[config.mk]
export PLATFORM = sky130hd
export DESIGN_NAME = regfile_write_arbiter
export DESIGN_NICKNAME = d
export VERILOG_FILES = /design/src/rtl/regfile_write_arbiter.sv
export SDC_FILE = /design/constraint.sdc
export NUM_CORES = 1
export LEC_CHECK = 0
export CAP_MARGIN = 0
export CORE_MARGIN = 2
export CORE_UTILIZATION = 30
export DETAILED_ROUTE_END_ITERATION = 8
export GPL_TIMING_DRIVEN = 0
export PLACE_DENSITY_LB_ADDON = 0.1
export SYNTH_ARGS = -nofsm -noshare
export SYNTH_HDL_FRONTEND = slang
export SYNTH_SLANG_ARGS = --single-unit
[constraint.sdc]
create_clock -name i_clk -period 4.15 [get_ports i_clk]
set_input_delay 1.245 -clock i_clk [delete_from_list [all_inputs] [get_ports i_clk]]
set_output_delay 1.245 -clock i_clk [all_outputs]
set_load 0.1 [all_outputs]
[src/rtl/regfile_write_arbiter.sv]
// regfile_write_arbiter: round-robin arbiter that shares the register file's
// single write port among NUM_REQ requesters. One winner per cycle is
// registered onto the write-port outputs. A hold input freezes arbitration,
// and a saturating counter tracks cycles that have contention.
module regfile_write_arbiter #(
    parameter int NUM_REQ = 4,
    parameter int ADDR_W  = 5,
    parameter int DATA_W  = 32,
    parameter int CNT_W   = 16,
    localparam int ID_W   = $clog2(NUM_REQ)
) (
    input  logic                      i_clk,
    input  logic                      i_reset,
    input  logic                      i_hold,
    input  logic [NUM_REQ-1:0]        i_req_valid,
    input  logic [NUM_REQ*ADDR_W-1:0] i_req_addr,
    input  logic [NUM_REQ*DATA_W-1:0] i_req_data,
    output logic [NUM_REQ-1:0]        o_req_ready,
    output logic                      o_wr_en,
    output logic [ADDR_W-1:0]         o_wr_addr,
    output logic [DATA_W-1:0]         o_wr_data,
    output logic [ID_W-1:0]           o_grant_id,
    output logic [CNT_W-1:0]          o_contention_cnt
);

    logic [ID_W-1:0]    r_rr_ptr;
    logic               r_wr_en;
    logic [ADDR_W-1:0]  r_wr_addr;
    logic [DATA_W-1:0]  r_wr_data;
    logic [ID_W-1:0]    r_grant_id;
    logic [CNT_W-1:0]   r_cnt;

    logic [NUM_REQ-1:0] w_grant;
    logic               w_any;
    logic [ID_W-1:0]    w_win;
    logic [ID_W-1:0]    w_ptr_next;
    logic [ADDR_W-1:0]  w_sel_addr;
    logic [DATA_W-1:0]  w_sel_data;
    logic               w_multi;

    // Pick the first valid requester scanning upward from rr_ptr with wrap.
    // Only valid/hold/reset/rr_ptr feed this block, so ready never depends
    // on the request payload.
    always_comb begin
        int idx;
        idx     = 0;
        w_grant = '0;
        w_any   = 1'b0;
        w_win   = '0;
        if (!i_reset && !i_hold) begin
            for (int k = 0; k < NUM_REQ; k++) begin
                idx = int'(r_rr_ptr) + k;
                if (idx >= NUM_REQ) begin
                    idx = idx - NUM_REQ;
                end
                if (!w_any && i_req_valid[idx]) begin
                    w_any        = 1'b1;
                    w_win        = ID_W'(idx);
                    w_grant[idx] = 1'b1;
                end
            end
        end
    end

    // Route the winner's address and data toward the output registers.
    always_comb begin
        w_sel_addr = '0;
        w_sel_data = '0;
        for (int i = 0; i < NUM_REQ; i++) begin
            if (w_win == ID_W'(i)) begin
                w_sel_addr = i_req_addr[i*ADDR_W +: ADDR_W];
                w_sel_data = i_req_data[i*DATA_W +: DATA_W];
            end
        end
    end

    // Pointer successor of the winner, plus "two or more requests" detect
    // (v & (v-1) is nonzero exactly when at least two bits are set).
    always_comb begin
        w_ptr_next = (w_win == ID_W'(NUM_REQ - 1)) ? '0 : w_win + ID_W'(1);
        w_multi    = |(i_req_valid & (i_req_valid - NUM_REQ'(1)));
    end

    // Write-port registers, round-robin pointer and contention counter.
    always_ff @(posedge i_clk) begin
        if (i_reset) begin
            r_rr_ptr   <= '0;
            r_wr_en    <= 1'b0;
            r_wr_addr  <= '0;
            r_wr_data  <= '0;
            r_grant_id <= '0;
            r_cnt      <= '0;
        end else begin
            if (w_any) begin
                // Register 0 is hard-wired: accept the write but suppress it.
                r_wr_en    <= (w_sel_addr != '0);
                r_wr_addr  <= w_sel_addr;
                r_wr_data  <= w_sel_data;
                r_grant_id <= w_win;
                r_rr_ptr   <= w_ptr_next;
            end else begin
                r_wr_en    <= 1'b0;
            end
            if (w_multi && !i_hold && (r_cnt != {CNT_W{1'b1}})) begin
                r_cnt <= r_cnt + CNT_W'(1);
            end
        end
    end

    assign o_req_ready      = w_grant;
    assign o_wr_en          = r_wr_en;
    assign o_wr_addr        = r_wr_addr;
    assign o_wr_data        = r_wr_data;
    assign o_grant_id       = r_grant_id;
    assign o_contention_cnt = r_cnt;

endmodule
==> metrics.cfg <==
[critical_path]
cp-end-kind=primary output
cp.arrival_ns=2.85
crit_fanout=6
regToRegEndpoint=o_wr_addr[1]
required_ns=2.90
max_stage_delay_ns=0.38
timing.critical_path.buf_inv=3
path_delay_family=simple AND/OR/NAND/NOR gates
cp_slowest_cell=or3_4
cp_cell_sequence=buf_6 > buf_8 > or3_4 > nand4b_1 > nand3_4 > nand2_2 > a221oi_4 > buf_12
reg2reg_from=r_rr_ptr[0]
start_kind=primary input
r2r_slack_ns=0.25
ff2ff_path_depth=17
critPathKind=in2out

[logic_synthesis]
synthFlopType=dfxtp_1
synth_top_area_cell=dfxtp_1
synth_seq_area_share_pct=30.3
syn_avg_cell_area_sq_um=8.02
synthCells=478
synth_top_area_share_pct=30.3
ys_ff_latch=58
synth-edff-count=0
synthTopCellsByArea=dfxtp_1 (30%), a221oi_1 (9.6%), nand3b_1 (6.3%)
synth_warnings=0
post-synth-top-count-cell=dfxtp_1
synth_common_cells=dfxtp_1 (58), a221oi_1 (42), a21oi_1 (41), nor3_1 (38), nor2b_1 (37)
synthArstFlopShare_pct=0
synth_cell_types=54
syn_nets=642
syn-cell-area_sq_um=3830

[drt]
dr.pass1.iters=4
wl_microns=15200
drc=0
vias=4574
drtIter0Drc=316
vias_per_cell=5.12
antenna_left=0
routedWlPerCell_microns=17.0

[sta]
period_share_pct=98.7
final-max-slew-violation-count=0
setup_viol=0
fin_crit_ns=4.10
slew_headroom_pct=27.4
grt_setup_unrepaired=false
hold_slack_ns=0.480
fmax_ghz=0.244
hold_violations=0
worst_slew_pin_slew_ns=1.09
finClkSkew_ns=0.00509

[run]
max_cap_viol_count=0

[min_path]
min_path_type=reg2reg
hold_depth=1
hp-start=o_grant_id[0]
whs_endpoint=o_grant_id[0]

[power_and_ir_drop]
pwr-share-seq_pct=26.1
power_frac_comb_pct=40.7
power.switching_w=0.000911
vdd.ir_drop.worst_v=0.000226
cellInternalPower_w=0.00151
power_frac_clock_pct=33.2
leakage_nw=2.49
powerDensity_nw_per_um2=350
swShare_pct=37.6
fin_total_pwr_w=0.00242

[clock_network]
path_clk_slew_ns=0.05
clock_latency_ns=0.32
cts_sinks=58
cts_buffers=9
cts_buffer_depth=2
htreeDepth=3
cts_tree=done
postCtsHoldBufs=0
clock-root-buffer=clkbuf_16

[global_route]
antenna_found_initial=0
grt_overflow=0
grt_max_degree=13
grt_usage_pct=21.5
grt_pass1_vias=4552
grt_pass1_wl_microns=22700

[finish]
final_nets=880
syn2layout_area_growth_pct=80.6
fin_cells=893
multi_input_area_sq_um=2630
utilization_pct=55.1
antennaDiodeCount=0
nFillCells=1191
ff_latch_area_sq_um=1170
drive_gt1_share_pct=13.7

[floorplan]
boundaryPins=215
initial_utilization_pct=30.5
core_area_sq_um=12600
dieWidth_microns=117
rows=41
die-area_sq_um=13700
die_h_microns=117

[outcome]
status=finished, final reports clean

[place]
port_buffers=214
gp_congestion=0.825
dpl.hpwl_microns=11900
place_inst=864

==> worst register-to-register path: stages, from the launching register on <==
cell        delay [ns]
dfxtp_4           0.37
buf_8             0.11
clkinvlp_4        0.11
ha_4              0.28
buf_6             0.12
mux4_2            0.60
buf_4             0.19
o2111a_1          0.13
nor3_1            0.13
o21a_2            0.22
inv_1             0.08
ha_1              0.21
clkbuf_2          0.24
clkbuf_2          0.27
nor2b_1           0.18
nor3_2            0.23
a21oi_1           0.10
a211oi_1          0.26
==> stage by stage <==
stage | setup WS (ns) | setup TNS, ns | instance area [sq um]
after floorplan | -0.114 | -0.456 | 3930
after global placement | -1.19 | -25.80 | 6290
after detailed placement | -1.22 | -28.37 | 6290
after CTS | 0.00223 | 0 | 6790
after global routing | 0.00428 | 0 | 6920
final | 0.0528 | 0 | 6920
==> per-layer routing <==
layer	track usage, %	wire [microns]
met3	6.54	1100
met1	24.2	5990
met4	5.18	231
met5	0	0
met2	39.5	7840
==> worst max path at each step <==
stage | startpoint | end | cells past startpoint
after global routing | i_req_valid[1] | o_req_ready[2] | 8
after global placement | i_req_valid[1] | o_req_ready[1] | 8
final | i_req_valid[1] | o_req_ready[0] | 8
after detailed placement | i_req_valid[3] | o_req_ready[1] | 7
after floorplan | i_req_valid[1] | o_req_ready[0] | 6
after CTS | i_req_valid[3] | o_req_ready[0] | 6
==> cells in the final DEF (no fill, tap or decap), drive strengths merged, types with 12 or more instances in the layout <==
cell           instances
clkdlybuf4s50        206
dfxtp                 58
a21oi                 42
a221oi                42
clkbuf                42
nor3                  41
nor2b                 38
o21ai                 36
buf                   34
nand3b                32
nor2                  24
inv                   15
nand2                 12
==> power by group through the flow <==
stage	clock (W)	sequential [W]	combinational [W]
after CTS	0.000820	0.000634	0.000967
final	0.000804	0.000633	0.000985
after global routing	0.000848	0.000638	0.00104
after detailed placement	0	0.000644	0.000924
after global placement	0	0.000643	0.000919
after floorplan	0	0.000952	0.000290
==> sequential cells by signal, indices dropped and copies added, names as in the netlist <==
signal / count
o_wr_en: 1
o_wr_addr: 5
o_wr_data: 32
o_grant_id: 2
o_contention_cnt: 16
r_rr_ptr: 2
==> timing repair <==
item | CTS | global route
endpoints found under the hold margin | 0 | 0
cloned | 0 | 0
buffers inserted | 7 | 8
pin swaps | 8 | 8
setup endpoints to repair | 41 | 36
resized for setup | 70 | 30
==> layout make-up <==
type                       instances  area share, %
inverter                          16          0.922
clock inverter                     7           1.50
multi-input combinational        358           37.9
sequential                        58           16.8
clock buffer                       9           3.25
tap                              172           3.11
timing repair buffer             229           33.0
buffer                            44           3.43
==> cell families after synthesis <==
| kind of cell | synth area share [%] |
|---|---|
| buf+inv | 6.92 |
| fa+ha+maj | 3.23 |
| xor+xnor | 2.51 |
| simple gates | 27.7 |
| compound gates | 26.2 |
| flops | 30.3 |
| mux | 3.13 |
Note: power is estimated with default switching activity, not from simulation.
